===== config.mk =====
export PLATFORM = sky130hd
export DESIGN_NAME = pad_attr_ctrl
export DESIGN_NICKNAME = d
export VERILOG_FILES = /design/src/rtl/pad_attr_ctrl.sv
export SDC_FILE = /design/constraint.sdc
export NUM_CORES = 1
export LEC_CHECK = 0
export BUFFER_PORTS_ARGS = -buffer_cell sky130_fd_sc_hd__buf_2
export CAP_MARGIN = 25
export CORE_MARGIN = 10
export CORE_UTILIZATION = 44
export CTS_BUF_LIST = sky130_fd_sc_hd__clkbuf_16
export CTS_CLUSTER_DIAMETER = 60
export CTS_CLUSTER_SIZE = 40
export DETAILED_ROUTE_END_ITERATION = 16
export PLACE_DENSITY = 0.74
export SLEW_MARGIN = 5
export SYNTH_ARGS = -nofsm -noshare
export SYNTH_HDL_FRONTEND = slang
export SYNTH_SLANG_ARGS = --single-unit

===== constraint.sdc =====
create_clock -name clk_i -period 3.09 [get_ports clk_i]
set_input_delay 0.4635 -clock clk_i [delete_from_list [all_inputs] [get_ports clk_i]]
set_output_delay 0.4635 -clock clk_i [all_outputs]
set_load 0.005 [all_outputs]

===== src/rtl/pad_attr_ctrl.sv =====
// Pad attribute controller: per-pad WARL-legalised attribute words with settle-delayed write responses.
// Optional feature: define PAD_ATTR_CTRL_PARITY_EN for per-word even parity and a sticky parity_err_o.
module pad_attr_ctrl #(
    parameter int NumPads      = 16,
    parameter int AttrDw       = 13,
    parameter int SettleCycles = 4,
    parameter int IdxW         = (NumPads > 1) ? $clog2(NumPads) : 1
) (
    input  logic                      clk_i,
    input  logic                      rst_ni,
    input  logic                      req_valid_i,
    output logic                      req_ready_o,
    input  logic                      req_write_i,
    input  logic [IdxW-1:0]           req_idx_i,
    input  logic [AttrDw-1:0]         req_wdata_i,
    output logic                      rsp_valid_o,
    input  logic                      rsp_ready_i,
    output logic [AttrDw-1:0]         rsp_rdata_o,
    output logic                      rsp_err_o,
    input  logic [NumPads*AttrDw-1:0] warl_mask_i,
    output logic [NumPads*AttrDw-1:0] attr_o,
`ifdef PAD_ATTR_CTRL_PARITY_EN
    output logic                      parity_err_o,
`endif
    output logic                      attr_busy_o
);

    localparam int CntW = (SettleCycles > 1) ? $clog2(SettleCycles) : 1;

    typedef enum logic [1:0] {
        IDLE   = 2'd0,
        SETTLE = 2'd1,
        RESP   = 2'd2
    } state_t;

    function automatic logic even_par(input logic [AttrDw-1:0] word);
        return ^word;
    endfunction

    state_t              state_r;
    logic [CntW-1:0]     cnt_r;
    logic                ready_r;
    logic                rsp_valid_r;
    logic [AttrDw-1:0]   rsp_rdata_r;
    logic                rsp_err_r;
    logic                busy_r;
    logic [AttrDw-1:0]   pend_r;
    logic [AttrDw-1:0]   attr_r [NumPads];

    logic                accept_s;
    logic                idx_ok_s;
    logic                we_s;
    logic                rd_err_s;
    logic [AttrDw-1:0]   sel_word_s;
    logic [AttrDw-1:0]   sel_mask_s;
    logic [AttrDw-1:0]   legal_s;

`ifdef PAD_ATTR_CTRL_PARITY_EN
    logic [NumPads-1:0]  attr_par_r;
    logic                parity_err_r;
    logic                sel_par_s;
`endif

    // Decode the addressed pad; full-width compare keeps non-power-of-two pad counts safe
    always_comb begin
        accept_s   = req_valid_i & ready_r;
        idx_ok_s   = ({1'b0, req_idx_i} < (IdxW+1)'(NumPads));
        sel_word_s = {AttrDw{1'b0}};
        sel_mask_s = {AttrDw{1'b0}};
`ifdef PAD_ATTR_CTRL_PARITY_EN
        sel_par_s  = 1'b0;
`endif
        for (int i = 0; i < NumPads; i++) begin
            sel_word_s = (req_idx_i == IdxW'(i)) ? attr_r[i] : sel_word_s;
            sel_mask_s = (req_idx_i == IdxW'(i)) ? warl_mask_i[i*AttrDw +: AttrDw] : sel_mask_s;
`ifdef PAD_ATTR_CTRL_PARITY_EN
            sel_par_s  = (req_idx_i == IdxW'(i)) ? attr_par_r[i] : sel_par_s;
`endif
        end
        legal_s = req_wdata_i & sel_mask_s;
        we_s    = (state_r == IDLE) & accept_s & idx_ok_s & req_write_i;
`ifdef PAD_ATTR_CTRL_PARITY_EN
        rd_err_s = (sel_par_s != even_par(sel_word_s));
`else
        rd_err_s = 1'b0;
`endif
    end

    // Attribute word storage, written only with the legalised word
    always_ff @(posedge clk_i or negedge rst_ni) begin
        if (!rst_ni) begin
            for (int i = 0; i < NumPads; i++) begin
                attr_r[i] <= {AttrDw{1'b0}};
            end
        end else begin
            for (int i = 0; i < NumPads; i++) begin
                if (we_s && (req_idx_i == IdxW'(i))) begin
                    attr_r[i] <= legal_s;
                end
            end
        end
    end

`ifdef PAD_ATTR_CTRL_PARITY_EN
    // Parity bits track each stored word; a bad read latches parity_err_r until reset
    always_ff @(posedge clk_i or negedge rst_ni) begin
        if (!rst_ni) begin
            attr_par_r   <= {NumPads{1'b0}};
            parity_err_r <= 1'b0;
        end else begin
            for (int i = 0; i < NumPads; i++) begin
                if (we_s && (req_idx_i == IdxW'(i))) begin
                    attr_par_r[i] <= even_par(legal_s);
                end
            end
            if ((state_r == IDLE) && accept_s && idx_ok_s && !req_write_i && rd_err_s) begin
                parity_err_r <= 1'b1;
            end
        end
    end

    assign parity_err_o = parity_err_r;
`endif

    // Request/settle/response sequencing with registered handshake outputs
    always_ff @(posedge clk_i or negedge rst_ni) begin
        if (!rst_ni) begin
            state_r     <= IDLE;
            cnt_r       <= {CntW{1'b0}};
            ready_r     <= 1'b1;
            rsp_valid_r <= 1'b0;
            rsp_rdata_r <= {AttrDw{1'b0}};
            rsp_err_r   <= 1'b0;
            busy_r      <= 1'b0;
            pend_r      <= {AttrDw{1'b0}};
        end else begin
            case (state_r)
                IDLE: begin
                    if (accept_s) begin
                        ready_r <= 1'b0;
                        if (!idx_ok_s) begin
                            rsp_rdata_r <= {AttrDw{1'b0}};
                            rsp_err_r   <= 1'b1;
                            rsp_valid_r <= 1'b1;
                            state_r     <= RESP;
                        end else if (req_write_i) begin
                            pend_r  <= legal_s;
                            busy_r  <= 1'b1;
                            cnt_r   <= CntW'(SettleCycles - 1);
                            state_r <= SETTLE;
                        end else begin
                            rsp_rdata_r <= sel_word_s;
                            rsp_err_r   <= rd_err_s;
                            rsp_valid_r <= 1'b1;
                            state_r     <= RESP;
                        end
                    end
                end
                SETTLE: begin
                    if (cnt_r == {CntW{1'b0}}) begin
                        busy_r      <= 1'b0;
                        rsp_rdata_r <= pend_r;
                        rsp_err_r   <= 1'b0;
                        rsp_valid_r <= 1'b1;
                        state_r     <= RESP;
                    end else begin
                        cnt_r <= cnt_r - CntW'(1);
                    end
                end
                RESP: begin
                    if (rsp_ready_i) begin
                        rsp_valid_r <= 1'b0;
                        ready_r     <= 1'b1;
                        state_r     <= IDLE;
                    end
                end
                default: begin
                    state_r     <= IDLE;
                    ready_r     <= 1'b1;
                    rsp_valid_r <= 1'b0;
                    busy_r      <= 1'b0;
                end
            endcase
        end
    end

    for (genvar g = 0; g < NumPads; g++) begin : g_attr_out
        assign attr_o[g*AttrDw +: AttrDw] = attr_r[g];
    end

    assign req_ready_o = ready_r;
    assign rsp_valid_o = rsp_valid_r;
    assign rsp_rdata_o = rsp_rdata_r;
    assign rsp_err_o   = rsp_err_r;
    assign attr_busy_o = busy_r;

endmodule


== Yosys cells after proc, flatten, opt, wreduce, memory -nomap -nowiden ==
Index checks and enable logic that the tools add are counted.
Cells by class
  $add $sub $neg: 1
  equal/unequal tests: 23
  multiplexer cells: 60
  bitwise gates (word level): 6
  reduce and logical (&&, ||, !) cells: 27
Operator list (count)
  $mux W13: 35
  $eq A4 B4 Y1 const B: 8
  $pmux W13 S2: 1
  $eq A4 B3 Y1 const B: 4
  $logic_and A1 B1 Y1: 16
  $reduce_and A4 Y1: 4
  $mux W2: 7
  $and A13 B13 Y13: 1
  $ne A2 B2 Y1 const B: 6
  $mux W1: 11
  $pmux W1 S3: 3
  $reduce_and A3 Y1: 3
  $eq A4 B2 Y1 const B: 2
  $pmux W2 S3: 1
  $eq A4 B1 Y1 const B: 1
  $logic_not A2 Y1: 2
  $logic_not A4 Y1: 1
  $pmux W2 S2: 1
  $and A1 B1 Y1: 3
  $eq A2 B1 Y1 const B: 1
  $eq A2 B2 Y1 const B: 1
  $not A1 Y1: 2
  $pmux W1 S2: 1
  $reduce_bool A2 Y1: 1
  $sub A2 B1 Y2 const B: 1
Storage, ports and cells
  register bits after elaboration: 242
  input port bits: 230
  output and inout bits: 225
  word-level logic and storage cells: 141

== Logic depth before layout (Yosys ltp) ==
Gate-level depths: netlist of the first run.
  word-level depth: 20
  depth in mapped cells: 12
  gate-level depth less buffers: 7

== Worst setup path after synthesis of the first run ==
No wires, ideal clock.
  kind: input to register
  from: input req_idx_i[1]
  to: register attr_r, in the netlist attr_o[135]
  setup time: 125 ps
  arrival: 2022 ps
  data required time: 2965 ps
  path slack: 943 ps
  stages: 9
  path buffers: 3
  cells stage by stage: buf_6 -> or2_2 -> buf_2 -> o22ai_1 -> o22ai_1 -> a211oi_1 -> a211oi_2 -> buf_2 -> mux2_2
Between the ends
  word-level cells in the longest chain between the ends: 18
  elaborated cells between the ends (all ways): 34
  classes of those cells: 15 x eq/ne; 16 x mux; 1 x bitwise; 2 x reduce/logical
Ends and longest elaborated chain
  start, declared: line 14  | input logic [IdxW-1:0] req_idx_i,
  $logic_not A4 Y1: line 75  | sel_mask_s = (req_idx_i == IdxW'(i)) ? warl_mask_i[i*AttrDw +: AttrDw] : sel_mask_s;
  $mux W13 (16 in a row): line 75
  $and A13 B13 Y13: line 80  | legal_s = req_wdata_i & sel_mask_s;
  end signal, assigned by index: line 93  | attr_r[i] <= {AttrDw{1'b0}};
  end signal, assigned by index: line 98  | attr_r[i] <= legal_s;
  end, declared: line 48  | logic [AttrDw-1:0] attr_r [NumPads];
Parallel ways exist; a longest one is shown, timed or not.
A chain may end at the register's enable or synchronous reset.

== Final worst setup path of the first run ==
  from: input req_idx_i[2]
  to: register attr_r, in the netlist attr_o[80]
The elaborated chain is that of the path after synthesis.

==> report_table.html, run 1 <==
<table>
<tr><th>Metric</th><th>Value</th></tr>
<tr><th colspan="2">Global route</th></tr>
<tr><td>Pin count of the biggest net entering global routing</td><td>between 80 and 90</td></tr>
<tr><td>First-pass GRT wire length</td><td>~100000 um</td></tr>
<tr><td>Overflow left after global routing</td><td>0</td></tr>
<tr><td>Vias in the first global route</td><td>14300</td></tr>
<tr><td>Total routing usage reported by global routing</td><td>about a third</td></tr>
<tr><td>Antenna violations before repair</td><td>7</td></tr>
<tr><th colspan="2">Critical path</th></tr>
<tr><td>Stage delay of the slowest cell on the critical path</td><td>0.82 ns</td></tr>
<tr><td>Worst reg2reg setup slack</td><td>0.80 ns</td></tr>
<tr><td>Setup crit start kind</td><td>input pin</td></tr>
<tr><td>Cells on worst reg2reg path</td><td>7</td></tr>
<tr><td>Terminus of the critical flop-to-flop path</td><td>attr_o[67]</td></tr>
<tr><td>Reg-to-reg startpoint</td><td>req_ready_o</td></tr>
<tr><td>CP bufs+invs</td><td>2</td></tr>
<tr><td>Required time of the worst setup path</td><td>3.46 ns</td></tr>
<tr><td>Maximum fanout along the worst path</td><td>21</td></tr>
<tr><td>Critical path class</td><td>input pin to flop</td></tr>
<tr><td>Worst path top cell family by delay</td><td>compound AO/OA/AOI/OAI gates</td></tr>
<tr><td>Kind of end point of the critical path</td><td>flop</td></tr>
<tr><td>Worst path arrival time</td><td>2.83 ns</td></tr>
<tr><td>Slowest library cell on the worst path</td><td>sky130_fd_sc_hd__o221ai_2</td></tr>
<tr><td>Cells along the critical path</td><td>buf_2 &gt; buf_4 &gt; nor3b_4 &gt; a221oi_1 &gt; o221ai_2 &gt; o21ai_0</td></tr>
<tr><th colspan="2">Timing</th></tr>
<tr><td>RSZ-0062 raised after global routing</td><td>no</td></tr>
<tr><td>Share of the clock period used by the worst path after layout</td><td>79.5%</td></tr>
<tr><td>Clk_skew</td><td>about 0.033 ns</td></tr>
<tr><td>Min setup slack post-route</td><td>0.632 ns</td></tr>
<tr><td>Fmax achieved</td><td>407 MHz</td></tr>
<tr><td>Max_slew headroom</td><td>26.6%</td></tr>
<tr><td>Final setup violation count</td><td>0</td></tr>
<tr><td>Count of pins over their slew limit</td><td>0</td></tr>
<tr><td>Final count of hold timing violations</td><td>0</td></tr>
<tr><td>Period minus WS final</td><td>approximately 2.5 ns</td></tr>
<tr><td>Final TNS setup</td><td>0 ns</td></tr>
<tr><td>Worst slew pin tran</td><td>1.10 ns</td></tr>
<tr><th colspan="2">Cells and area</th></tr>
<tr><td>Most common library cell in the layout ignoring fill and taps</td><td>sky130_fd_sc_hd__buf_2</td></tr>
<tr><td>Share of layout cells above drive strength 1</td><td>39.4%</td></tr>
<tr><td>Cell Count, Final, Fillers Out</td><td>2315</td></tr>
<tr><td>Core utilization of the finished layout</td><td>between 50 and 60%</td></tr>
<tr><td>Leading cell types in the layout, fill and taps excluded</td><td>sky130_fd_sc_hd__buf_2, sky130_fd_sc_hd__dfrtp_1, sky130_fd_sc_hd__nand2_1, sky130_fd_sc_hd__o21ai_0, sky130_fd_sc_hd__mux2_2</td></tr>
<tr><td>Net total in the final layout</td><td>between 2000 and 2500</td></tr>
<tr><td>Area grow syn2layout</td><td>26.1%</td></tr>
<tr><th colspan="2">Worst hold path</th></tr>
<tr><td>Start point of the worst min-delay path</td><td>rsp_ready_i</td></tr>
<tr><td>Worst min path class</td><td>input pin to flop</td></tr>
<tr><td>Worst min-delay path endpoint</td><td>state_r[1]</td></tr>
<tr><td>Hold Path Cell Cnt</td><td>2</td></tr>
<tr><th colspan="2">Clock network</th></tr>
<tr><td>Clock tree root driver cell</td><td>sky130_fd_sc_hd__clkbuf_16</td></tr>
<tr><td>Insertion delay of the later-clocked pin in the worst-skew pair</td><td>0.55 ns</td></tr>
<tr><td>CTS buffer count</td><td>22</td></tr>
<tr><td>Htree depth</td><td>1</td></tr>
<tr><td>Buffers from clock root to sink, at most</td><td>3</td></tr>
<tr><td>Clock slew at reported path FFs</td><td>0.08 ns</td></tr>
<tr><td>TritonCTS clock tree</td><td>built</td></tr>
<tr><td>Number of clock sinks</td><td>241</td></tr>
<tr><td>Number of gates resized after cts</td><td>0</td></tr>
<tr><th colspan="2">Yosys</th></tr>
<tr><td>Count of synthesis-stage warnings from yosys</td><td>0</td></tr>
<tr><td>Most used flip-flop cell after synthesis</td><td>sky130_fd_sc_hd__dfrtp_1</td></tr>
<tr><td>Number of nets produced by synthesis</td><td>1678</td></tr>
<tr><td>Ranking of synthesized cells by area</td><td>sky130_fd_sc_hd__dfrtp_1, sky130_fd_sc_hd__mux2_2, sky130_fd_sc_hd__o21ai_0, sky130_fd_sc_hd__nand2_1, sky130_fd_sc_hd__mux2i_1</td></tr>
<tr><td>Fraction of synthesized cell area taken by the top area cell type</td><td>a little over two fifths</td></tr>
<tr><td>Post-Syn Area per Cell</td><td>~9.6 sq um</td></tr>
<tr><td>Share of synthesized area occupied by flip-flops and latches</td><td>43.5%</td></tr>
<tr><td>Unique masters post-synth</td><td>between 80 and 90</td></tr>
<tr><td>Count of flip-flops with a built-in enable after synthesis</td><td>0</td></tr>
<tr><td>Gate Count Post-Synth</td><td>between 1000 and 1500</td></tr>
<tr><td>Synth Cell Area</td><td>13900 sq um</td></tr>
<tr><td>Fraction of synthesis flops using an asynchronous set or reset pin</td><td>between 90% and 100%</td></tr>
<tr><td>Flops &amp; latches, synth</td><td>241</td></tr>
<tr><td>Cell taking the most area after synthesis</td><td>sky130_fd_sc_hd__dfrtp_1</td></tr>
<tr><th colspan="2">Placement</th></tr>
<tr><td>Placed wire-length estimate</td><td>54700 um</td></tr>
<tr><td>Routability cong.</td><td>1.01</td></tr>
<tr><td>Placed instance count</td><td>roughly 2300</td></tr>
<tr><td>Setup slack at placement</td><td>between 0.1 and 0.15 ns</td></tr>
<tr><td>Port bufs</td><td>between 400 and 500</td></tr>
<tr><th colspan="2">Detailed routing</th></tr>
<tr><td>Starting DRT DRC Count</td><td>1806</td></tr>
<tr><td>DR DRC count</td><td>0</td></tr>
<tr><td>Routed len/inst</td><td>30.3 um</td></tr>
<tr><td>Routed WL</td><td>between 70000 and 80000 um</td></tr>
<tr><td>Number of routed nets with antenna violations</td><td>0</td></tr>
<tr><td>Number of vias in the routed layout</td><td>about 15000</td></tr>
<tr><td>Count of TritonRoute iterations in the first routing pass</td><td>6</td></tr>
<tr><td>Vias per cell</td><td>6.29</td></tr>
<tr><th colspan="2">Power and ir drop</th></tr>
<tr><td>Worst ir drop on vdd</td><td>roughly 0.45 mV</td></tr>
<tr><td>Static leakage</td><td>8.87 nW</td></tr>
<tr><td>Power per cell area</td><td>~460 nW/um^2</td></tr>
<tr><th colspan="2">Die</th></tr>
<tr><td>IO Pins</td><td>455</td></tr>
<tr><td>Area inside the core boundary</td><td>30800 sq um</td></tr>
<tr><td>Std-Cell Rows</td><td>64</td></tr>
<tr><td>Die Span X</td><td>approximately 200 um</td></tr>
<tr><td>Height of the chip</td><td>197 um</td></tr>
<tr><td>Effective utilization at floorplan</td><td>44.9%</td></tr>
<tr><td>Die Footprint</td><td>39000 sq um</td></tr>
<tr><th colspan="2">Flow run</th></tr>
<tr><td>Maximum Capacitance Violations</td><td>0</td></tr>
<tr><th colspan="2">Run status</th></tr>
<tr><td>Result of the run</td><td>completed</td></tr>
</table>
synth_stat cells (all sizes together), types with 9 or more instances:
master and instances:
o22ai 22, a211oi 11, a2bb2oi 9, nor3 13, buf 79, a22oi 9
a21oi 96, mux2i 57, mux2 110, nor2b 11, nand2b 15, inv 19
clkbuf 55, mux4 9, a221oi 20, o221ai 14, a31oi 17, nand2 199
o21ai 207, nor2 74, dfrtp 240, nand3 30
cell type report:
type | count | area [sq um]
tap | 396 | 495
inverter | 19 | 71.3
timing repair buffer | 562 | 3170
multi-input combinational | 1053 | 6900
antenna | 4 | 10.0
clock buffer | 22 | 551
clock inverter | 18 | 239
fill | 2847 | 13400
sequential | 241 | 6030
sequential cells by signal (all words and copies together), names as in the netlist:
name and flops:
cnt_r 2, attr_o 208, rsp_rdata_o 13, state_r 2, pend_r 13, attr_busy_o 1
req_ready_o 1, rsp_valid_o 1
power by group:
part | total [mW] | switching [mW] | internal [mW]
clock network | 2.98 | 1.53 | 1.45
logic | 1.60 | 0.981 | 0.618
registers | 3.49 | 0.147 | 3.35
total | 8.07 | 2.65 | 5.42
stage by stage:
step	area (sq um)	hold slack, ns	power, mW
3_3_place_gp	16700	0.457	5.09
4_1_cts	17500	0.111	8.05
6_report	17500	0.118	8.07
5_1_grt	17500	0.120	8.33
3_5_place_dp	16700	0.468	5.11
2_1_floorplan	13900	0.168	4.30
cells by family (layout without fill, tap and decap cells):
| group | after synthesis | count (layout) | share of synthesized area [%] |
|---|---|---|---|
| compound gates | 494 | 494 | 22.6 |
| fa+ha+maj | 1 | 1 | 0.0903 |
| buf+inv | 153 | 621 | 6.75 |
| flops | 241 | 241 | 43.5 |
| mux | 176 | 176 | 14.5 |
| other cells | 1 | 5 | 0.0271 |
| simple gates | 381 | 381 | 12.4 |
how the worst max path moves through the flow:
stage                  from     endpoint  slack, ns  depth (start not counted)
4_1_cts        req_idx_i[0]  attr_o[136]       0.66                          8
3_3_place_gp   req_idx_i[0]  attr_o[201]       0.20                          8
3_5_place_dp   req_idx_i[0]  attr_o[175]       0.14                          8
6_report       req_idx_i[2]   attr_o[80]       0.63                          6
2_1_floorplan  req_idx_i[1]  attr_o[135]       0.94                          9
5_1_grt        req_idx_i[2]   attr_o[80]       0.48                          8
timing repair:
action | 4_1_cts | 5_1_grt
setup buffers | 0 | 0
hold buffers | 1 | 0
hold endpoints to repair | 77 | 0
metal layers:
| metal | global-route usage, % | up-vias | routed length, um |
|---|---|---|---|
| li1 | - | 6226 | - |
| met1 | 43.0 | 7066 | 26500 |
| met2 | 54.8 | 1073 | 31500 |
| met3 | 9.37 | 185 | 8330 |
| met4 | 15.9 | 2 | 3750 |
| met5 | 0 | - | 13 |
Note: power is estimated with default switching activity, not from simulation.
==> run 2: changes to the inputs <==
- ABC_AREA: unset -> 1
- PLACE_DENSITY: 0.74 -> 0.77
- clock period: 3.09 -> 2.1 ns (I/O delays scaled with it)
==> run 2 against run 1 <==
Effect of this change: setup slack lost 0.60 ns; clock power grew 32%; sequential share of layout area down 0.54 points; sequential power grew 81%; first-iteration DRC count up 8.4%; area after synthesis decreased by 3.6%; synthesized cell count is 30% higher; wire length decreased by 4.5%; largest cell class unchanged; largest power group unchanged; highest routed layer is now met4.
==> report_table.html, run 2 <==
<table>
<tr><th>Metric</th><th>Value</th></tr>
<tr><th colspan="2">Yosys</th></tr>
<tr><td>Flops &amp; latches, synth</td><td>241 (unchanged)</td></tr>
<tr><td>Cell taking the most area after synthesis</td><td>sky130_fd_sc_hd__dfrtp_1 (unchanged)</td></tr>
<tr><td>Gate Count Post-Synth</td><td>1880 (was 1447)</td></tr>
<tr><td>Count of synthesis-stage warnings from yosys</td><td>0 (unchanged)</td></tr>
<tr><td>Number of nets produced by synthesis</td><td>2111 (was 1678)</td></tr>
<tr><td>Post-Syn Area per Cell</td><td>7.11 sq um (was 9.58 sq um)</td></tr>
<tr><td>Fraction of synthesized cell area taken by the top area cell type</td><td>45.0% (was 43.3%)</td></tr>
<tr><td>Fraction of synthesis flops using an asynchronous set or reset pin</td><td>100% (unchanged)</td></tr>
<tr><td>Leading cell type by number of instances after synthesis</td><td>sky130_fd_sc_hd__nand2_1 (was sky130_fd_sc_hd__dfrtp_1)</td></tr>
<tr><td>Most used flip-flop cell after synthesis</td><td>sky130_fd_sc_hd__dfrtp_1 (unchanged)</td></tr>
<tr><td>Synth Cell Area</td><td>13400 sq um (was 13900 sq um)</td></tr>
<tr><td>Ranking of synthesized cells by area</td><td>sky130_fd_sc_hd__dfrtp_1, sky130_fd_sc_hd__nand2_1, sky130_fd_sc_hd__nand3_1, sky130_fd_sc_hd__nor2_1, sky130_fd_sc_hd__nand4_1 (was sky130_fd_sc_hd__dfrtp_1, sky130_fd_sc_hd__mux2_2, sky130_fd_sc_hd__o21ai_0, sky130_fd_sc_hd__nand2_1, sky130_fd_sc_hd__mux2i_1)</td></tr>
<tr><td>Count of flip-flops with a built-in enable after synthesis</td><td>0 (unchanged)</td></tr>
<tr><td>Share of synthesized area occupied by flip-flops and latches</td><td>45.2% (was 43.5%)</td></tr>
<tr><td>Unique masters post-synth</td><td>35 (was 84)</td></tr>
<tr><td>Commonest cells in the netlist</td><td>sky130_fd_sc_hd__nand2_1, sky130_fd_sc_hd__nand3_1, sky130_fd_sc_hd__dfrtp_1, sky130_fd_sc_hd__nor2_1, sky130_fd_sc_hd__inv_1 (was sky130_fd_sc_hd__dfrtp_1, sky130_fd_sc_hd__nand2_1, sky130_fd_sc_hd__o21ai_0, sky130_fd_sc_hd__mux2_2, sky130_fd_sc_hd__a21oi_1)</td></tr>
<tr><th colspan="2">Cells and area</th></tr>
<tr><td>Net total in the final layout</td><td>2619 (was 2130)</td></tr>
<tr><td>Core utilization of the finished layout</td><td>59.5% (was 56.7%)</td></tr>
<tr><td>Cell Count, Final, Fillers Out</td><td>2790 (was 2315)</td></tr>
<tr><td>Area grow syn2layout</td><td>32.8% (was 26.1%)</td></tr>
<tr><td>Share of layout cells above drive strength 1</td><td>31.0% (was 39.4%)</td></tr>
<tr><td>Finished layout cell area</td><td>17700 sq um (was 17500 sq um)</td></tr>
<tr><td>Leading cell types in the layout, fill and taps excluded</td><td>sky130_fd_sc_hd__nand2_1, sky130_fd_sc_hd__buf_2, sky130_fd_sc_hd__nand3_1, sky130_fd_sc_hd__dfrtp_1, sky130_fd_sc_hd__buf_4 (was sky130_fd_sc_hd__buf_2, sky130_fd_sc_hd__dfrtp_1, sky130_fd_sc_hd__nand2_1, sky130_fd_sc_hd__o21ai_0, sky130_fd_sc_hd__mux2_2)</td></tr>
<tr><td>Antenna cells</td><td>0 (was 4)</td></tr>
<tr><td>Number of flip-flops under the largest register name</td><td>208 (unchanged)</td></tr>
<tr><td>Most common library cell in the layout ignoring fill and taps</td><td>sky130_fd_sc_hd__nand2_1 (was sky130_fd_sc_hd__buf_2)</td></tr>
<tr><td>Number of fillers in the final layout</td><td>2820 (was 2847)</td></tr>
<tr><th colspan="2">Detailed routing</th></tr>
<tr><td>Number of vias in the routed layout</td><td>15600 (was 14600)</td></tr>
<tr><td>Routed len/inst</td><td>24.0 um (was 30.3 um)</td></tr>
<tr><td>Count of TritonRoute iterations in the first routing pass</td><td>5 (was 6)</td></tr>
<tr><td>Starting DRT DRC Count</td><td>1957 (was 1806)</td></tr>
<tr><td>Vias per cell</td><td>5.60 (was 6.29)</td></tr>
<tr><td>DR DRC count</td><td>0 (unchanged)</td></tr>
<tr><td>Number of routed nets with antenna violations</td><td>0 (unchanged)</td></tr>
<tr><td>Routed WL</td><td>67000 um (was 70100 um)</td></tr>
<tr><th colspan="2">Die</th></tr>
<tr><td>Die Footprint</td><td>37700 sq um (was 39000 sq um)</td></tr>
<tr><td>Area inside the core boundary</td><td>29800 sq um (was 30800 sq um)</td></tr>
<tr><td>Effective utilization at floorplan</td><td>44.8% (was 44.9%)</td></tr>
<tr><td>Std-Cell Rows</td><td>63 (was 64)</td></tr>
<tr><td>Height of the chip</td><td>194 um (was 197 um)</td></tr>
<tr><td>IO Pins</td><td>455 (unchanged)</td></tr>
<tr><td>Die Span X</td><td>194 um (was 197 um)</td></tr>
<tr><th colspan="2">Timing</th></tr>
<tr><td>Count of pins over their slew limit</td><td>0 (unchanged)</td></tr>
<tr><td>Min setup slack post-route</td><td>0.0275 ns (was 0.632 ns)</td></tr>
<tr><td>Period minus WS final</td><td>2.07 ns</td></tr>
<tr><td>Final setup violation count</td><td>0 (unchanged)</td></tr>
<tr><td>Share of the clock period used by the worst path after layout</td><td>98.7%</td></tr>
<tr><td>Final count of hold timing violations</td><td>0 (unchanged)</td></tr>
<tr><td>Final worst hold slack</td><td>0.0865 ns (was 0.118 ns)</td></tr>
<tr><td>Fmax achieved</td><td>483 MHz</td></tr>
<tr><td>Clk_skew</td><td>0.0231 ns (was 0.0331 ns)</td></tr>
<tr><td>Max_slew headroom</td><td>44.1% (was 26.6%)</td></tr>
<tr><td>Worst slew pin tran</td><td>0.839 ns (was 1.10 ns)</td></tr>
<tr><th colspan="2">Global route</th></tr>
<tr><td>Antenna violations before repair</td><td>0 (was 7)</td></tr>
<tr><td>First-pass GRT wire length</td><td>99700 um (was 100000 um)</td></tr>
<tr><td>Vias in the first global route</td><td>15300 (was 14300)</td></tr>
<tr><td>Pin count of the biggest net entering global routing</td><td>55 (was 82)</td></tr>
<tr><td>Overflow left after global routing</td><td>0 (unchanged)</td></tr>
<tr><td>Total routing usage reported by global routing</td><td>33.7% (was 34.5%)</td></tr>
<tr><th colspan="2">Critical path</th></tr>
<tr><td>Terminus of the critical flop-to-flop path</td><td>rsp_rdata_o[5] (was attr_o[67])</td></tr>
<tr><td>Cells along the critical path</td><td>buf_6 &gt; inv_4 &gt; nand2_4 &gt; buf_4 &gt; nor2_2 &gt; buf_4 &gt; buf_4 &gt; nand2_1 &gt; nand4_1 &gt; nor2_1 &gt; nand4_1 &gt; nor2_4 &gt; nand4_4 &gt; clkbuf_16 &gt; nand3_1 &gt; nand2_1 (was buf_2 &gt; buf_4 &gt; nor3b_4 &gt; a221oi_1 &gt; o221ai_2 &gt; o21ai_0)</td></tr>
<tr><td>Reg-to-reg startpoint</td><td>state_r[1] (was req_ready_o)</td></tr>
<tr><td>Most common cell on crit path</td><td>sky130_fd_sc_hd__buf_4</td></tr>
<tr><td>Critical Path Start</td><td>req_idx_i[1] (was req_idx_i[2])</td></tr>
<tr><td>Slowest library cell on the worst path</td><td>sky130_fd_sc_hd__clkbuf_16 (was sky130_fd_sc_hd__o221ai_2)</td></tr>
<tr><td>Cells on worst reg2reg path</td><td>9 (was 7)</td></tr>
<tr><td>Setup crit start kind</td><td>input pin (unchanged)</td></tr>
<tr><td>Worst setup endpoint</td><td>attr_o[154] (was attr_o[80])</td></tr>
<tr><td>Worst path arrival time</td><td>2.46 ns (was 2.83 ns)</td></tr>
<tr><td>Required time of the worst setup path</td><td>2.49 ns (was 3.46 ns)</td></tr>
<tr><td>Worst reg2reg setup slack</td><td>0.15 ns (was 0.80 ns)</td></tr>
<tr><td>Critical path class</td><td>input pin to flop (unchanged)</td></tr>
<tr><td>Kind of end point of the critical path</td><td>flop (unchanged)</td></tr>
<tr><td>Maximum fanout along the worst path</td><td>6 (was 21)</td></tr>
<tr><td>Stage delay of the slowest cell on the critical path</td><td>0.25 ns (was 0.82 ns)</td></tr>
<tr><th colspan="2">Clock network</th></tr>
<tr><td>Insertion delay of the later-clocked pin in the worst-skew pair</td><td>0.52 ns (was 0.55 ns)</td></tr>
<tr><td>CTS buffer count</td><td>19 (was 22)</td></tr>
<tr><td>Clock slew at reported path FFs</td><td>0.09 ns (was 0.08 ns)</td></tr>
<tr><td>Clock tree root driver cell</td><td>sky130_fd_sc_hd__clkbuf_16 (unchanged)</td></tr>
<tr><td>Buffers from clock root to sink, at most</td><td>3 (unchanged)</td></tr>
<tr><td>TritonCTS clock tree</td><td>built (unchanged)</td></tr>
<tr><td>Number of clock sinks</td><td>241 (unchanged)</td></tr>
<tr><td>Htree depth</td><td>1 (unchanged)</td></tr>
<tr><th colspan="2">Power and ir drop</th></tr>
<tr><td>Power per cell area</td><td>829 nW/um^2 (was 462 nW/um^2)</td></tr>
<tr><td>Static leakage</td><td>10.1 nW (was 8.87 nW)</td></tr>
<tr><td>Worst ir drop on vdd</td><td>0.685 mV (was 0.448 mV)</td></tr>
<tr><th colspan="2">Placement</th></tr>
<tr><td>Port bufs</td><td>453 (unchanged)</td></tr>
<tr><td>Placed wire-length estimate</td><td>53000 um (was 54700 um)</td></tr>
<tr><td>Placed instance count</td><td>2748 (was 2270)</td></tr>
<tr><td>Area of placed instances</td><td>16800 sq um (was 16700 sq um)</td></tr>
<tr><td>Routability cong.</td><td>1.03 (was 1.01)</td></tr>
<tr><td>Setup slack at placement</td><td>-0.613 ns (was 0.141 ns)</td></tr>
<tr><th colspan="2">Run status</th></tr>
<tr><td>Result of the run</td><td>completed (unchanged)</td></tr>
<tr><th colspan="2">Worst hold path</th></tr>
<tr><td>Worst min path class</td><td>input pin to flop (unchanged)</td></tr>
<tr><th colspan="2">Flow run</th></tr>
<tr><td>Maximum Capacitance Violations</td><td>0 (unchanged)</td></tr>
</table>
run 2: cell types whose count changed after synthesis, moves of 29 or more:
cell	before	now
sky130_fd_sc_hd__nor2_1	72	111
sky130_fd_sc_hd__mux2i_1	57	0
sky130_fd_sc_hd__buf_2	32	61
sky130_fd_sc_hd__nand4_1	2	60
sky130_fd_sc_hd__nand2_1	195	811
sky130_fd_sc_hd__mux2_2	109	0
sky130_fd_sc_hd__nand3_1	30	253
sky130_fd_sc_hd__o21ai_0	176	6
sky130_fd_sc_hd__inv_1	16	85
run 2: metal layers:
| layer | global-route usage (%) | vias up | wire length [um] |
|---|---|---|---|
| met3 | 7.09 | 136 | 6970 |
| li1 | - | 7018 | - |
| met1 | 43.1 | 7461 | 25700 |
| met2 | 54.9 | 1001 | 31400 |
| met5 | 0 | - | 0 |
| met4 | 12.6 | 0 | 2810 |
run 2: metrics by stage:
| stage | power (mW) | TNS, ns |
|---|---|---|
| global route | 15.4 | -0.0117 |
| CTS | 14.6 | 0 |
| global placement | 10.5 | -60.99 |
| finish | 14.7 | 0 |
| floorplan | 8.20 | 0 |
| detailed placement | 10.7 | -67.02 |
run 2: layout make-up:
class	instances	area, sq um	area share [%]
Multi-Input combinational cell	1424	6460	36.4
Sequential cell	241	6030	34.0
Timing Repair Buffer	604	3710	20.9
Tap cell	390	488	2.75
Clock buffer	19	475	2.68
Inverter	98	383	2.16
Clock inverter	14	191	1.08
run 2: where the power goes:
| group | total (mW) | internal (mW) | switching (mW) |
|---|---|---|---|
| sequential | 6.30 | 5.53 | 0.762 |
| clock | 3.94 | 1.92 | 2.02 |
| combinational | 4.46 | 1.73 | 2.73 |
| total | 14.7 | 9.18 | 5.52 |
run 2: worst min-delay path by stage:
stage | from | endpoint | slack [ns] | cells after the start
global route | rsp_ready_i | state_r[1] | 0.12 | 4
global placement | rst_ni | pend_r[12] | 0.26 | 1
CTS | rsp_ready_i | state_r[1] | 0.07 | 4
floorplan | rst_ni | attr_busy_o | 0.02 | 0
detailed placement | rst_ni | pend_r[12] | 0.27 | 1
finish | rsp_ready_i | state_r[1] | 0.09 | 4
run 2: logic make-up after synthesis:
family | after synthesis | share of synthesized area (%)
compound gates | 99 | 4.05
fa+ha+maj | 1 | 0.0937
buf+inv | 215 | 7.43
flops | 241 | 45.2
other cells | 1 | 0.0281
simple gates | 1323 | 43.2
run 2: timing repair:
item                                    4_1_cts  5_1_grt
endpoints found under the setup margin       30       64
cloned                                        0        2
buffers inserted                              0        7
hold buffers                                  2        0
endpoints found under the hold margin        47        0
pin swaps                                     0       12
resized for setup                             3       37
run 2: worst max-delay path: cells and delay by family:
family	cells	cell delay, ns
simple gates	10	1.27
buf+inv	6	0.84
==> run 3: changes to the inputs <==
- CORE_UTILIZATION: 44 -> 46
==> run 3 against run 2 <==
Effect of this change: cell area decreased by 0.63%; worst hold slack gained 0.023 ns; sequential share of layout area is 0.21 points higher; clock skew is 0.0012 ns lower; global-route usage rose by 1.3 points; critical endpoint is now attr_o[124].
==> report_table.html, run 3 (synthesized netlist as in run 2, its figures left out) <==
<table>
<tr><th>Metric</th><th>Value</th></tr>
<tr><th colspan="2">Timing</th></tr>
<tr><td>Min setup slack post-route</td><td>0.0694 ns (was 0.0275 ns)</td></tr>
<tr><td>RSZ-0062 raised after global routing</td><td>yes</td></tr>
<tr><td>Count of pins over their slew limit</td><td>0 (unchanged)</td></tr>
<tr><td>Clk_skew</td><td>0.0219 ns (was 0.0231 ns)</td></tr>
<tr><td>Max_slew headroom</td><td>49.0% (was 44.1%)</td></tr>
<tr><td>Final setup violation count</td><td>0 (unchanged)</td></tr>
<tr><td>Worst slew pin tran</td><td>0.766 ns (was 0.839 ns)</td></tr>
<tr><td>Share of the clock period used by the worst path after layout</td><td>96.7% (was 98.7%)</td></tr>
<tr><td>Fmax achieved</td><td>492 MHz (was 483 MHz)</td></tr>
<tr><td>Period minus WS final</td><td>2.03 ns (was 2.07 ns)</td></tr>
<tr><td>Final count of hold timing violations</td><td>0 (unchanged)</td></tr>
<tr><th colspan="2">Detailed routing</th></tr>
<tr><td>Count of TritonRoute iterations in the first routing pass</td><td>6 (was 5)</td></tr>
<tr><td>DR DRC count</td><td>0 (unchanged)</td></tr>
<tr><td>Number of vias in the routed layout</td><td>15600 (about the same)</td></tr>
<tr><td>Routed len/inst</td><td>23.7 um (was 24.0 um)</td></tr>
<tr><td>Starting DRT DRC Count</td><td>1705 (was 1957)</td></tr>
<tr><td>Vias per cell</td><td>5.59 (was 5.60)</td></tr>
<tr><td>Number of routed nets with antenna violations</td><td>0 (unchanged)</td></tr>
<tr><td>Routed WL</td><td>66000 um (was 67000 um)</td></tr>
<tr><th colspan="2">Power and ir drop</th></tr>
<tr><td>Static leakage</td><td>10.1 nW (about the same)</td></tr>
<tr><td>Power per cell area</td><td>807 nW/um^2 (was 829 nW/um^2)</td></tr>
<tr><td>Net switching fraction of the power</td><td>37.2% (was 37.5%)</td></tr>
<tr><td>Internal power of the cells</td><td>8.94 mW (was 9.18 mW)</td></tr>
<tr><td>Reg power frac</td><td>44.2% (was 42.8%)</td></tr>
<tr><td>Power share of the combinational group</td><td>31.5% (was 30.4%)</td></tr>
<tr><td>Worst ir drop on vdd</td><td>0.552 mV (was 0.685 mV)</td></tr>
<tr><td>Clock share of power</td><td>24.3% (was 26.8%)</td></tr>
<tr><td>Total net switching power</td><td>5.29 mW (was 5.52 mW)</td></tr>
<tr><th colspan="2">Cells and area</th></tr>
<tr><td>Share of layout cells above drive strength 1</td><td>30.9% (was 31.0%)</td></tr>
<tr><td>Area grow syn2layout</td><td>32.0% (was 32.8%)</td></tr>
<tr><td>Leading cell types in the layout, fill and taps excluded</td><td>sky130_fd_sc_hd__nand2_1, sky130_fd_sc_hd__buf_2, sky130_fd_sc_hd__nand3_1, sky130_fd_sc_hd__dfrtp_1, sky130_fd_sc_hd__buf_4 (unchanged)</td></tr>
<tr><td>Most common library cell in the layout ignoring fill and taps</td><td>sky130_fd_sc_hd__nand2_1 (unchanged)</td></tr>
<tr><td>Number of fillers in the final layout</td><td>2695 (was 2820)</td></tr>
<tr><td>Area of the multi-input gates</td><td>6430 sq um (was 6460 sq um)</td></tr>
<tr><td>Register area</td><td>6030 sq um (unchanged)</td></tr>
<tr><td>Finished layout cell area</td><td>17600 sq um (was 17700 sq um)</td></tr>
<tr><td>Number of flip-flops under the largest register name</td><td>208 (unchanged)</td></tr>
<tr><td>Net total in the final layout</td><td>2621 (was 2619)</td></tr>
<tr><th colspan="2">Critical path</th></tr>
<tr><td>Critical path class</td><td>input pin to flop (unchanged)</td></tr>
<tr><td>Setup crit start kind</td><td>input pin (unchanged)</td></tr>
<tr><td>Worst path arrival time</td><td>2.42 ns (was 2.46 ns)</td></tr>
<tr><td>Worst reg2reg setup slack</td><td>0.16 ns (was 0.15 ns)</td></tr>
<tr><td>Maximum fanout along the worst path</td><td>4 (was 6)</td></tr>
<tr><td>Kind of end point of the critical path</td><td>flop (unchanged)</td></tr>
<tr><td>Required time of the worst setup path</td><td>2.48 ns (was 2.49 ns)</td></tr>
<tr><th colspan="2">Placement</th></tr>
<tr><td>Setup slack at placement</td><td>-0.524 ns (was -0.613 ns)</td></tr>
<tr><td>Port bufs</td><td>453 (unchanged)</td></tr>
<tr><td>Routability cong.</td><td>1.03 (about the same)</td></tr>
<tr><td>Area of placed instances</td><td>16900 sq um (was 16800 sq um)</td></tr>
<tr><td>Placed wire-length estimate</td><td>52400 um (was 53000 um)</td></tr>
<tr><th colspan="2">Clock network</th></tr>
<tr><td>TritonCTS clock tree</td><td>built (unchanged)</td></tr>
<tr><td>Number of clock sinks</td><td>241 (unchanged)</td></tr>
<tr><td>Clock tree root driver cell</td><td>sky130_fd_sc_hd__clkbuf_16 (unchanged)</td></tr>
<tr><td>Buffers from clock root to sink, at most</td><td>3 (unchanged)</td></tr>
<tr><td>Htree depth</td><td>1 (unchanged)</td></tr>
<tr><td>Clock slew at reported path FFs</td><td>0.09 ns (about the same)</td></tr>
<tr><td>CTS buffer count</td><td>17 (was 19)</td></tr>
<tr><td>Insertion delay of the later-clocked pin in the worst-skew pair</td><td>0.51 ns (was 0.52 ns)</td></tr>
<tr><th colspan="2">Die</th></tr>
<tr><td>Die Span X</td><td>190 um (was 194 um)</td></tr>
<tr><td>IO Pins</td><td>455 (unchanged)</td></tr>
<tr><td>Std-Cell Rows</td><td>62 (was 63)</td></tr>
<tr><td>Area inside the core boundary</td><td>28700 sq um (was 29800 sq um)</td></tr>
<tr><td>Height of the chip</td><td>190 um (was 194 um)</td></tr>
<tr><td>Effective utilization at floorplan</td><td>46.5% (was 44.8%)</td></tr>
<tr><td>Die Footprint</td><td>36300 sq um (was 37700 sq um)</td></tr>
<tr><th colspan="2">Global route</th></tr>
<tr><td>Total routing usage reported by global routing</td><td>35.0% (was 33.7%)</td></tr>
<tr><td>Vias in the first global route</td><td>15400 (was 15300)</td></tr>
<tr><td>Antenna violations before repair</td><td>2 (was 0)</td></tr>
<tr><td>Overflow left after global routing</td><td>0 (unchanged)</td></tr>
<tr><td>Pin count of the biggest net entering global routing</td><td>64 (was 55)</td></tr>
<tr><td>First-pass GRT wire length</td><td>97800 um (was 99700 um)</td></tr>
<tr><th colspan="2">Flow run</th></tr>
<tr><td>Maximum Capacitance Violations</td><td>0 (unchanged)</td></tr>
<tr><th colspan="2">Run status</th></tr>
<tr><td>Result of the run</td><td>completed (unchanged)</td></tr>
<tr><th colspan="2">Worst hold path</th></tr>
<tr><td>Worst min path class</td><td>input pin to flop (unchanged)</td></tr>
</table>
-- run 3: changes by cell type in the layout (fill, tap and decap cells not counted), moves of 3 or more --
cell	change
sky130_fd_sc_hd__buf_12	+6
sky130_fd_sc_hd__clkbuf_16	-4
sky130_fd_sc_hd__clkinv_2	+3
sky130_fd_sc_hd__clkinv_8	-3
sky130_fd_sc_hd__clkinvlp_4	-3
sky130_fd_sc_hd__nand3_2	+4
sky130_fd_sc_hd__nor2_1	+3
sky130_fd_sc_hd__nor2_2	+4
sky130_fd_sc_hd__nor2_4	-7
-- run 3: repair_timing --
action                                  CTS  global route
resized for setup                         0            29
hold endpoints to repair                 56             0
hold buffers                              2             0
endpoints found under the setup margin    0            88
setup buffers                             0             8
-- run 3: worst paths after layout --
path                               from     endpoint  cells past startpoint
setup / recovery           req_idx_i[1]  attr_o[124]                     14
hold / removal              rsp_ready_i   state_r[1]                      4
setup reg to reg             state_r[0]   attr_o[32]                      9
hold reg to reg             attr_busy_o  attr_busy_o                      2
max in group asynchronous        rst_ni   attr_o[19]                      3
min in group asynchronous        rst_ni   state_r[1]                      2
-- run 3: layer usage --
layer	vias up	part of all wire, %	global-route usage, %
met1	7357	37	43.8
met3	178	12	9.11
li1	7033	-	-
met4	2	5.5	16.6
met5	-	0.018	0
met2	1011	45	55.6
-- run 3: cell type report --
cell class / count / area share (%)
Antenna cell: 2 / 0.0284
Tap cell: 384 / 2.72
Sequential cell: 241 / 34.2
Multi-Input combinational cell: 1426 / 36.5
Inverter: 98 / 2.14
Timing Repair Buffer: 606 / 21.3
Clock inverter: 12 / 0.710
Clock buffer: 17 / 2.41
-- run 3: power groups by stage --
stage	clock, mW	combinational (mW)	sequential, mW
after floorplan	0	1.96	6.23
after global placement	0	4.28	6.29
after detailed placement	0	4.36	6.33
after CTS	3.49	4.39	6.25
after global routing	3.64	4.91	6.38
final	3.46	4.48	6.28
-- run 3: stage by stage --
stage               utilization [%]  cells  hold slack, ns  power [mW]  setup TNS, ns
floorplan                         -   1880          0.0194        8.20              0
global placement               58.9   2744           0.308        10.6         -51.00
detailed placement             58.9   2744           0.304        10.7         -57.11
CTS                            60.9   2775           0.101        14.1              0
global route                   61.4   2785           0.161        14.9         -0.191
finish                         61.4   2786           0.110        14.2              0
-- run 3: critical path, stage by stage --
cell and delay, ns:
sky130_fd_sc_hd__buf_6 0.11, sky130_fd_sc_hd__inv_4 0.08, sky130_fd_sc_hd__nand2_4 0.06, sky130_fd_sc_hd__buf_4 0.13
sky130_fd_sc_hd__nor2_4 0.17, sky130_fd_sc_hd__inv_4 0.07, sky130_fd_sc_hd__o22ai_2 0.13, sky130_fd_sc_hd__nand4_1 0.34
sky130_fd_sc_hd__nor2_2 0.26, sky130_fd_sc_hd__nand4_1 0.17, sky130_fd_sc_hd__nand2_4 0.18, sky130_fd_sc_hd__nand3_2 0.19
sky130_fd_sc_hd__nand3_1 0.14, sky130_fd_sc_hd__nand2_1 0.06
